$ cat src/rtl/pos_edge_detector.sv
// pos_edge_detector
//
// Rising-edge detector for level inputs in the clk domain. Each lane passes
// through an optional synchronizer chain, a history flop and a registered
// output flop. dout pulses high for exactly one clk period per 0->1 transition
// of the synchronized input. A saturating counter tallies the cycles in which
// any lane pulsed.
//
// Parameters
//   WIDTH        number of independent detection lanes (>= 1)
//   SYNC_STAGES  synchronizer depth ahead of detection, 0..3
//                (0: din is already synchronous to clk)
//   CNT_WIDTH    width of edge_cnt (>= 1)
//
// Ports
//   clk       in   rising-edge clock
//   nrst      in   asynchronous reset, active HIGH despite its name
//   din       in   [WIDTH]     level inputs, one per lane
//   cnt_clr   in   synchronous clear of edge_cnt, wins over increment
//   dout      out  [WIDTH]     registered one-cycle rising-edge pulse per lane
//   edge_cnt  out  [CNT_WIDTH] saturating count of cycles with any dout bit set

module pos_edge_detector #(
    parameter int WIDTH       = 1,
    parameter int SYNC_STAGES = 0,
    parameter int CNT_WIDTH   = 8
) (
    input  logic                 clk,
    input  logic                 nrst,
    input  logic [WIDTH-1:0]     din,
    input  logic                 cnt_clr,
    output logic [WIDTH-1:0]     dout,
    output logic [CNT_WIDTH-1:0] edge_cnt
);

    logic [WIDTH-1:0] din_s;
    logic [WIDTH-1:0] din_q;
    logic             primed;
    logic             any_pulse;
    logic             cnt_full;

    // Synchronizer chain; stage 0 captures din directly.
    generate
        if (SYNC_STAGES == 0) begin : g_no_sync
            assign din_s = din;
        end else begin : g_sync
            logic [SYNC_STAGES-1:0][WIDTH-1:0] sync_q;

            always_ff @(posedge clk or posedge nrst) begin
                if (nrst) begin
                    sync_q <= '0;
                end else begin
                    sync_q[0] <= din;
                    for (int i = 1; i < SYNC_STAGES; i++) begin
                        sync_q[i] <= sync_q[i-1];
                    end
                end
            end

            assign din_s = sync_q[SYNC_STAGES-1];
        end
    endgenerate

    // The first edge after reset release only loads history, so a lane that is
    // already high when reset drops does not report a false edge.
    always_ff @(posedge clk or posedge nrst) begin
        if (nrst) begin
            primed <= 1'b0;
        end else begin
            primed <= 1'b1;
        end
    end

    always_ff @(posedge clk or posedge nrst) begin
        if (nrst) begin
            din_q <= '0;
            dout  <= '0;
        end else begin
            din_q <= din_s;
            dout  <= din_s & ~din_q & {WIDTH{primed}};
        end
    end

    // Counts pulse cycles, not lanes: simultaneous lane pulses add one.
    assign any_pulse = |dout;
    assign cnt_full  = &edge_cnt;

    always_ff @(posedge clk or posedge nrst) begin
        if (nrst) begin
            edge_cnt <= '0;
        end else if (cnt_clr) begin
            edge_cnt <= '0;
        end else if (any_pulse && !cnt_full) begin
            edge_cnt <= edge_cnt + CNT_WIDTH'(1);
        end
    end

endmodule

$ cat config.mk
export PLATFORM = sky130hd
export DESIGN_NAME = pos_edge_detector
export DESIGN_NICKNAME = d
export VERILOG_FILES = /design/src/rtl/pos_edge_detector.sv
export SDC_FILE = /design/constraint.sdc
export NUM_CORES = 1
export LEC_CHECK = 0
export BUFFER_PORTS_ARGS = -buffer_cell sky130_fd_sc_hd__clkbuf_2
export CORE_MARGIN = 4
export CORE_UTILIZATION = 40
export CTS_CLUSTER_DIAMETER = 40
export DETAILED_ROUTE_END_ITERATION = 10
export PLACE_DENSITY_LB_ADDON = 0.08
export SLEW_MARGIN = 10
export SYNTH_ARGS = -nofsm -noshare
export SYNTH_HDL_FRONTEND = slang
export SYNTH_SLANG_ARGS = --single-unit
$ cat constraint.sdc
create_clock -name clk -period 2.7 [get_ports clk]
set_clock_uncertainty 0.15 [all_clocks]
set_input_delay 0.405 -clock clk [delete_from_list [all_inputs] [get_ports clk]]
set_output_delay 0.405 -clock clk [all_outputs]
set_load 0.01 [all_outputs]
==> impl_metrics.ini, run 1 <==
[synthesis]
synth_nets = 59
post-synth-top-area-cell = dfrtp_1
synth_cell_types = 26
synth_edf_count = 0
synthCells = 54
yosys_register_bits = 11
synth-seq-area-share = 0.4632
avgSynthCellArea_um2 = 11.01
synthesis.area_um2 = 594.3
synth_top_flop_cell = dfrtp_1
post-synth-top-area-fraction = 0.4632
synthTopCellsByArea = dfrtp_1 (46%), mux2_4 (7.6%), nor2b_1 (4.2%)
yosysWarnings = 0
synthArstFlopShare = 1.000
synth.most_common_cell = dfrtp_1
synth_top_cells_by_count = dfrtp_1 (11), nor2_1 (5), nor2b_1 (4), a211oi_1 (3), mux2_4 (3)

[floorplan]
initial_core_util = 0.4402
rows = 13
io_pins = 13
dieWidth_um = 46.55
die_h_um = 46.55
die_area_um2 = 2166
coreArea_um2 = 1350

[worst_setup_path]
worst-path-max-fanout = 7
arrival_ns = 1.70
crit_path_end = edge_cnt[0]
r2r_cells = 4
r2r_setup_slack_ns = 1.01
required_ns = 2.71
r2r_end = edge_cnt[0]
start_kind = flop
max_stage_delay_ns = 0.44
path_cells = ha_1 -> and4_4 -> a21boi_4 -> mux2_4
crit_family = flip-flops
crit_start = edge_cnt[0]
cpMaxStageDelayCell = dfrtp_1
crit_type = reg2reg
worst_setup_path_end_kind = flop
reg2reg_from = edge_cnt[0]
crit_cells = 4
worst-path-buf-inv = 0

[cts]
cts_tree = built
clkTransAtPathRegs_ns = 0.07
insertion_delay_ns = 0.27
cts_made_buffers = 3
htreeDepth = 1
hold_buffers = 1
post_cts_buffers = 0
clock-sinks = 11
cts_root_buf = clkbuf_4
cts_buffer_depth = 2
cts_resized = 0

[timing]
fin_setup_tns_ns = 0
fin_crit_ns = 1.690
fin_ws_ns = 1.010
slew_viol_final = 0
fmax_ghz = 0.5917
setup_viol = 0
rsz0062_at_grt = false
finalCritPeriodShare = 0.6260
hold_violations = 0

[grt]
grt_max_degree = 13
grt_pass1_wl_um = 2042
antenna_found_initial = 0
grt_overflow = 0
grtUsageTotal = 0.1366
first_global_vias = 453

[finish]
n_antenna_cell = 0
drive_gt1_frac = 0.3714
stdcell_count = 85
fin_util = 0.5236
nets = 76
syn2layout_area_growth_pct = 18.95

[route]
remaining_drc_errors = 0
viasPerCell = 5.753
drtIter0Drc = 7
wl_per_cell_um = 13.55
dr.pass1.iters = 4
ant_nets = 0
num_vias = 489
wl_um = 1152

[power]
total_power_mw = 0.3028
p_leak_nw = 0.3304
power.density_nw_per_um2 = 428.3
max-vdd-ir-drop_v = 0.0002875

[run_status]
outcome = finished, final reports clean

[placement]
gp_congestion = 0.7819
dp_cells = 80
port_buffers = 12
place_worst_setup_slack_ns = 1.011
hpwl_um = 840.5

[min_path]
hp-start = din
hp-class = in2reg

[flow_run]
max-cap-violations = 0
==> placed cells by master (no fill, tap or decap), drive strengths merged, types with 2 or more instances in the layout <==
cell / synthesis / routed
a211oi: 3 / 3
a21oi: 3 / 3
a31oi: 2 / 2
and4: 3 / 3
clkbuf: 1 / 15
dfrtp: 11 / 11
inv: 2 / 2
mux2: 3 / 3
nand2: 2 / 2
nand2b: 2 / 2
nand3: 2 / 2
nand4: 2 / 2
nor2: 5 / 5
nor2b: 5 / 5
==> flip-flops by register name, indices dropped and copies added, names as in the netlist <==
| signal | flops |
|---|---|
| primed | 1 |
| din_q | 1 |
| dout | 1 |
| edge_cnt | 8 |
==> layout make-up <==
cell class / instances / area, µm²
fillers: 131 / 643.1
clock buffers: 3 / 22.52
well taps: 15 / 18.77
flip-flops and latches: 11 / 275.3
multi-input cells: 40 / 307.8
clock inverters: 1 / 5.005
repair buffers: 13 / 70.07
inverters: 2 / 7.507
==> power breakdown <==
group          internal (mW)  switching (mW)  total [mW]
Clock                 0.0548          0.0579       0.113
Sequential             0.168         0.00335       0.171
Combinational        0.00873          0.0103      0.0190
Total                  0.231          0.0716       0.303
==> stage by stage <==
| stage | hold WS, ns | instance area [µm²] |
|---|---|---|
| after floorplan | 0.1074 | 594.3 |
| after global placement | 0.2295 | 669.4 |
| after detailed placement | 0.2360 | 669.4 |
| after CTS | 0.09345 | 706.9 |
| after global routing | 0.08138 | 706.9 |
| final | 0.1016 | 706.9 |
==> worst register-to-register path, delay by kind of cell (launching register included) <==
family / cells / cell delay, ns
flip-flops: 1 / 0.44
multiplexers: 1 / 0.31
adder cells (fa/ha/maj): 1 / 0.28
AND/OR/NAND/NOR: 1 / 0.24
AO/OA/AOI/OAI: 1 / 0.16
==> routing by layer <==
metal / wire, µm / global-route usage
met2: 484 / 0.1896
met5: 0 / 0
met4: 30 / 0.09091
met1: 562 / 0.1829
met3: 74 / 0.03516
==> worst min path at each step <==
stage | to | slack (ns) | cells past startpoint
after floorplan | din_q | 0.11 | 1
after global placement | dout | 0.23 | 1
after detailed placement | dout | 0.24 | 1
after CTS | din_q | 0.09 | 1
after global routing | din_q | 0.08 | 1
final | din_q | 0.10 | 1
==> logic make-up (layout without fill, tap and decap cells) <==
logic type / count (synthesis) / in the layout / share of synthesized area
AND/OR/NAND/NOR: 23 / 23 / 0.2379
other: 1 / 1 / 0.006310
AO/OA/AOI/OAI: 11 / 11 / 0.1600
buffers and inverters: 3 / 19 / 0.01895
adder cells (fa/ha/maj): 1 / 1 / 0.02105
flip-flops: 11 / 11 / 0.4632
multiplexers: 4 / 4 / 0.09263
(Power assumes the default switching activity.)
==> inputs of run 2 (changes only) <==
Settings changed: ABC_AREA set to 1.
Clock period 2.7 ns to 1.6 ns, I/O delays scaled along.
==> run 2 against run 1 <==
  * Sequential power grew 74%
  * Sequential share of layout area is 1.9 points lower
  * Setup slack worse by 0.86 ns
  * Largest cell class unchanged
  * Clock power is 66% higher
  * Non-clock buffer count is 2 higher
  * Highest routed layer unchanged
  * Hold slack gained 0.065 ns
  * Count of clock-buffer cells in the layout increased by 1
==> impl_metrics.ini, run 2 <==
[run_status]
outcome = finished, final reports clean

[floorplan]
dieWidth_um = 46.87
coreArea_um2 = 1366
die_h_um = 46.87
rows = 13
initial_core_util = 0.4423
die_area_um2 = 2197
io_pins = 13

[synthesis]
synth_top_cells_by_count = nand2_1 (27), dfrtp_1 (11), inv_1 (11), nand3_1 (9), nor2_1 (7)
synth_fa_ha_area_frac = 0.02070
yosysWarnings = 0
synthArstFlopShare = 1.000
synthTopCellsByArea = dfrtp_1 (46%), nand2_1 (17%), nand3_1 (7.5%)
yosys_register_bits = 11
synthSimpleGateAreaFrac = 0.3623
synth-xor-area-share = 0
synth_top_family_by_area = simple AND/OR/NAND/NOR gates
synth_nets = 87
synth_compound_area_frac = 0.07246
synth_top_flop_cell = dfrtp_1
synth-seq-area-share = 0.4555
synthesis.area_um2 = 604.3
avgSynthCellArea_um2 = 7.370
synth_edf_count = 0
post-synth-top-area-cell = dfrtp_1
post-synth-top-area-fraction = 0.4555
synth_cell_types = 16
synth.area.mux_share = 0
synth.most_common_cell = nand2_1
synthCells = 82

[worst_setup_path]
r2r_setup_slack_ns = 0.15
worst-path-buf-inv = 1
path_cells = ha_2 -> nand2_2 -> nor2_2 -> nand2_1 -> nand2_2 -> nand2_4 -> clkinv_4 -> nand2_1 -> nand2_1
r2r_cells = 9
cpMostUsedCell = nand2_1
reg2reg_from = edge_cnt[1]
worst-path-max-fanout = 6
r2r_end = edge_cnt[1]
required_ns = 1.61
start_kind = flop
cpMaxStageDelayCell = dfrtp_1
crit_family = simple AND/OR/NAND/NOR gates
arrival_ns = 1.46
worst_setup_path_end_kind = flop
crit_type = reg2reg
max_stage_delay_ns = 0.42

[power]
comb_power_share = 0.109
power.density_nw_per_um2 = 733.3
p_leak_nw = 0.3869
switchingPower_mw = 0.1371
seq_power_share = 0.547
p_int_mw = 0.4078
swShare = 0.2516
clkPwrFrac = 0.344
max-vdd-ir-drop_v = 0.0004435

[placement]
hpwl_um = 1026
place_worst_setup_slack_ns = 0.06956
gp_congestion = 0.8101
port_buffers = 12
dp_cells = 109

[timing]
slew_viol_final = 0
fin_crit_ns = 1.452
finalCritPeriodShare = 0.9075
hold_violations = 0
fmax_ghz = 0.6887
fin_ws_ns = 0.1480
setup_viol = 0

[route]
viasPerCell = 4.871
drtIter0Drc = 12
remaining_drc_errors = 0
num_vias = 565
dr.pass1.iters = 4
wl_per_cell_um = 11.04
ant_nets = 0
wl_um = 1281

[finish]
layout_common_cells = nand2_1 (27), clkbuf_2 (12), inv_1 (11), dfrtp_1 (11), nand3_1 (9)
largest-register = edge_cnt
drive_gt1_frac = 0.2475
layout_commonest_cell = nand2_1
n_antenna_cell = 0
syn2layout_area_growth_pct = 22.98
nets = 107
stdcell_count = 116
largest_reg_flops = 8

[min_path]
hp-start = cnt_clr
hold_depth = 4
min_to = edge_cnt[7]
hp-class = in2reg

[grt]
grt_pass1_wl_um = 2290
met2_usage = 0.2141
grt_max_degree = 12
first_global_vias = 516
met3_usage = 0.04598
grt_overflow = 0
busiest_layer = met2
grtUsageMet1 = 0.2075
antenna_found_initial = 0
grtUsageTotal = 0.1522

[cts]
cts_tree = built
htreeDepth = 1
cts_root_buf = clkbuf_4
clkTransAtPathRegs_ns = 0.07
cts_made_buffers = 3
insertion_delay_ns = 0.27
cts_buffer_depth = 2
clock-sinks = 11

[flow_run]
max-cap-violations = 0
[run 2: changes by cell type after synthesis, sizes merged, moves of 3 or more]
cell and delta:
inv +9, nand2 +28, nor2b -5, and4 -3, nand3 +7, nor2 +4
mux2 -3, a211oi -3
[run 2: layout make-up]
class                      instances  area [µm²]
inverter                          12       50.05
timing repair buffer              15       87.58
fill                             142       623.1
sequential                        11       275.3
multi-input combinational         59       285.3
clock buffer                       4       26.28
tap                               15       18.77
[run 2: how the worst max path moves through the flow]
stage,start,to,slack (ns),cells past startpoint
after floorplan,edge_cnt[0],edge_cnt[7],0.16,7
after global placement,edge_cnt[0],edge_cnt[7],0.14,7
after detailed placement,edge_cnt[1],edge_cnt[7],0.07,7
after CTS,edge_cnt[0],edge_cnt[7],0.06,7
after global routing,edge_cnt[1],edge_cnt[3],-0.0007,9
final,edge_cnt[1],edge_cnt[1],0.15,9
[run 2: repair_timing]
action | 4_1_cts | 5_1_grt
hold endpoints to repair | 12 | 0
buffers inserted | 0 | 1
endpoints found under the setup margin | 0 | 4
hold buffers | 2 | 0
gates resized for setup | 0 | 2
[run 2: cells by family (layout without fill, tap and decap cells)]
kind of cell / after synthesis / count (layout)
AOI/OAI and AO/OA: 7 / 7
adders and majority gates: 1 / 1
buffers and inverters: 12 / 31
DFF: 11 / 11
other: 1 / 1
and+or+nand+nor: 50 / 50
[run 2: worst reg2reg max path, cell delays in order (launching register included)]
cell	delay, ns
dfrtp_1	0.42
ha_2	0.20
nand2_2	0.09
nor2_2	0.05
nand2_1	0.07
nand2_2	0.06
nand2_4	0.11
clkinv_4	0.08
nand2_1	0.06
nand2_1	0.06
[run 2: layer usage]
layer,vias to the layer above,wire length (µm)
met4,0,19
met1,253,616
met5,-,0
li1,294,-
met3,4,64
met2,14,581
[run 2: through the flow]
stage	utilization	hold slack, ns	instance area [µm²]	power [mW]	setup TNS, ns
detailed placement	0.5000	0.07998	683.2	0.3577	0
global placement	0.5000	0.07873	683.2	0.3572	0
finish	0.5440	0.1661	743.2	0.5450	0
CTS	0.5339	0.1498	729.5	0.5548	0
floorplan	-	-0.05756	604.3	0.3354	0
global route	0.5440	0.1940	743.2	0.5802	-0.0006545
[run 2: power groups by stage]
stage / registers [mW] / logic, mW / clock network (mW)
after floorplan: 0.305 / 0.0309 / 0
after global placement: 0.303 / 0.0542 / 0
after detailed placement: 0.304 / 0.0538 / 0
after CTS: 0.298 / 0.0580 / 0.198
after global routing: 0.300 / 0.0674 / 0.213
final: 0.298 / 0.0594 / 0.188
==> inputs of run 3 (changes only) <==
Clock period 1.6 ns to 1.4 ns, I/O delays scaled along.
==> run 3 against run 2 <==
  * The flow now finishes with violations (negative setup slack)
  * Sequential cell count did not move
  * Global-route usage about the same
  * Power up 15%
  * Via count grew 2.1%
==> impl_metrics.ini, run 3 (synthesized netlist as in run 2, its figures left out) <==
[finish]
fillCellCount = 139
layout_common_cells = nand2_1 (26), clkbuf_2 (12), inv_1 (11), dfrtp_1 (11), nand3_1 (9)
drive_gt1_frac = 0.2816
fin_util = 0.5678
layout_commonest_cell = nand2_1
design_area_um2 = 775.7
nets = 109
largest_reg_flops = 8
n_antenna_cell = 0
largest-register = edge_cnt
syn2layout_area_growth_pct = 28.36

[grt]
grt_max_degree = 12
antenna_found_initial = 0
grt_overflow = 0
grtUsageTotal = 0.1518
grt_pass1_wl_um = 2283
first_global_vias = 526

[floorplan]
die_area_um2 = 2197
coreArea_um2 = 1366
initial_core_util = 0.4423
io_pins = 13
die_h_um = 46.87
rows = 13
dieWidth_um = 46.87

[timing]
hold_violations = 0
setup_viol = 1
rsz0062_at_grt = true
fin_crit_ns = 1.409
finalCritPeriodShare = 1.007
fin_ws_ns = -0.009240
fmax_ghz = 0.7096
slew_viol_final = 0

[min_path]
hp-class = in2reg
hp-start = cnt_clr

[route]
wl_per_cell_um = 11.28
num_vias = 577
wl_um = 1331
viasPerCell = 4.890
drtIter0Drc = 11
remaining_drc_errors = 0
ant_nets = 0
dr.pass1.iters = 4

[placement]
dpl-instance-area_um2 = 711.9
hpwl_um = 1039
gp_congestion = 0.8534
port_buffers = 12

[worst_setup_path]
worst_setup_path_end_kind = flop
required_ns = 1.40
crit_start = edge_cnt[1]
crit_type = reg2reg
reg2reg_from = edge_cnt[1]
worst-path-max-fanout = 3
arrival_ns = 1.41
start_kind = flop

[cts]
cts_root_buf = clkbuf_4
cts_buffer_depth = 2
cts_made_buffers = 3
htreeDepth = 1
clkTransAtPathRegs_ns = 0.07
insertion_delay_ns = 0.27
clock-sinks = 11
cts_tree = built

[power]
swShare = 0.2503
comb_power_share = 0.123
seq_power_share = 0.534
p_int_mw = 0.4713
switchingPower_mw = 0.1573
power.density_nw_per_um2 = 810.3
p_leak_nw = 0.3999
max-vdd-ir-drop_v = 0.0004908
clkPwrFrac = 0.342
total_power_mw = 0.6286

[flow_run]
max-cap-violations = 0

[run_status]
violations = negative setup slack
outcome = complete, but fails checks
## run 3: cell count changes in the layout (fill, tap and decap cells not counted), sizes merged
cell  previous run  this run
buf              1         3
## run 3: worst paths after layout
| kind | end | slack [ns] | depth (start not counted) |
|---|---|---|---|
| max in group asynchronous | edge_cnt[5] | 0.50 | 3 |
| worst max-delay path | edge_cnt[6] | -0.009 | 9 |
| worst max register to register | edge_cnt[6] | -0.009 | 9 |
| worst min-delay path | edge_cnt[7] | 0.15 | 4 |
| min in group asynchronous | edge_cnt[2] | 0.30 | 3 |
| worst min register to register | dout | 0.24 | 1 |
## run 3: layout make-up
type	instances	area [µm²]	share of cell area
multi-input cells	59	302.8	0.3903
flip-flops and latches	11	275.3	0.3548
repair buffers	17	102.6	0.1323
inverters	12	50.05	0.06452
clock buffers	4	26.28	0.03387
well taps	15	18.77	0.02419
## run 3: stage by stage
| step | hold WS [ns] | TNS [ns] | cells | setup slack, ns |
|---|---|---|---|---|
| 2_1_floorplan | -0.08756 | -0.01112 | 82 | -0.005379 |
| 3_3_place_gp | 0.05139 | 0 | 112 | 0.01339 |
| 3_5_place_dp | 0.04869 | 0 | 112 | 0.006007 |
| 4_1_cts | 0.1451 | -0.02072 | 118 | -0.01409 |
| 5_1_grt | 0.1952 | -0.6203 | 118 | -0.09988 |
| 6_report | 0.1484 | -0.009240 | 118 | -0.009240 |
## run 3: power groups by stage
stage	Combinational (mW)	Clock [mW]	Sequential [mW]
2_1_floorplan	0.0358	0	0.348
3_5_place_dp	0.0730	0	0.342
6_report	0.0776	0.215	0.336
5_1_grt	0.0878	0.234	0.337
3_3_place_gp	0.0733	0	0.342
4_1_cts	0.0778	0.228	0.336
## run 3: metal layers
metal / vias up / track usage / share of wire
li1: 296 / - / -
met1: 257 / 0.2119 / 0.47
met2: 20 / 0.2222 / 0.45
met3: 4 / 0.02682 / 0.060
met4: 0 / 0.08287 / 0.020
met5: - / 0 / 0
## run 3: what timing repair did
item / in CTS / in global routing
buffers inserted: 0 / 0
setup endpoints to repair: 2 / 8
gates resized for setup: 1 / 3
hold buffers: 2 / 0
endpoints found under the hold margin: 13 / 0
pin swaps: 5 / 2
## run 3: worst max-delay path: stages, from the launching register on
cell and delay, ns:
dfrtp_1 0.39, ha_2 0.19, nand2_2 0.10, inv_1 0.06, nand2_1 0.11, inv_1 0.05
nand2_1 0.05, nand2_1 0.05, nand3_1 0.08, nand2_1 0.07
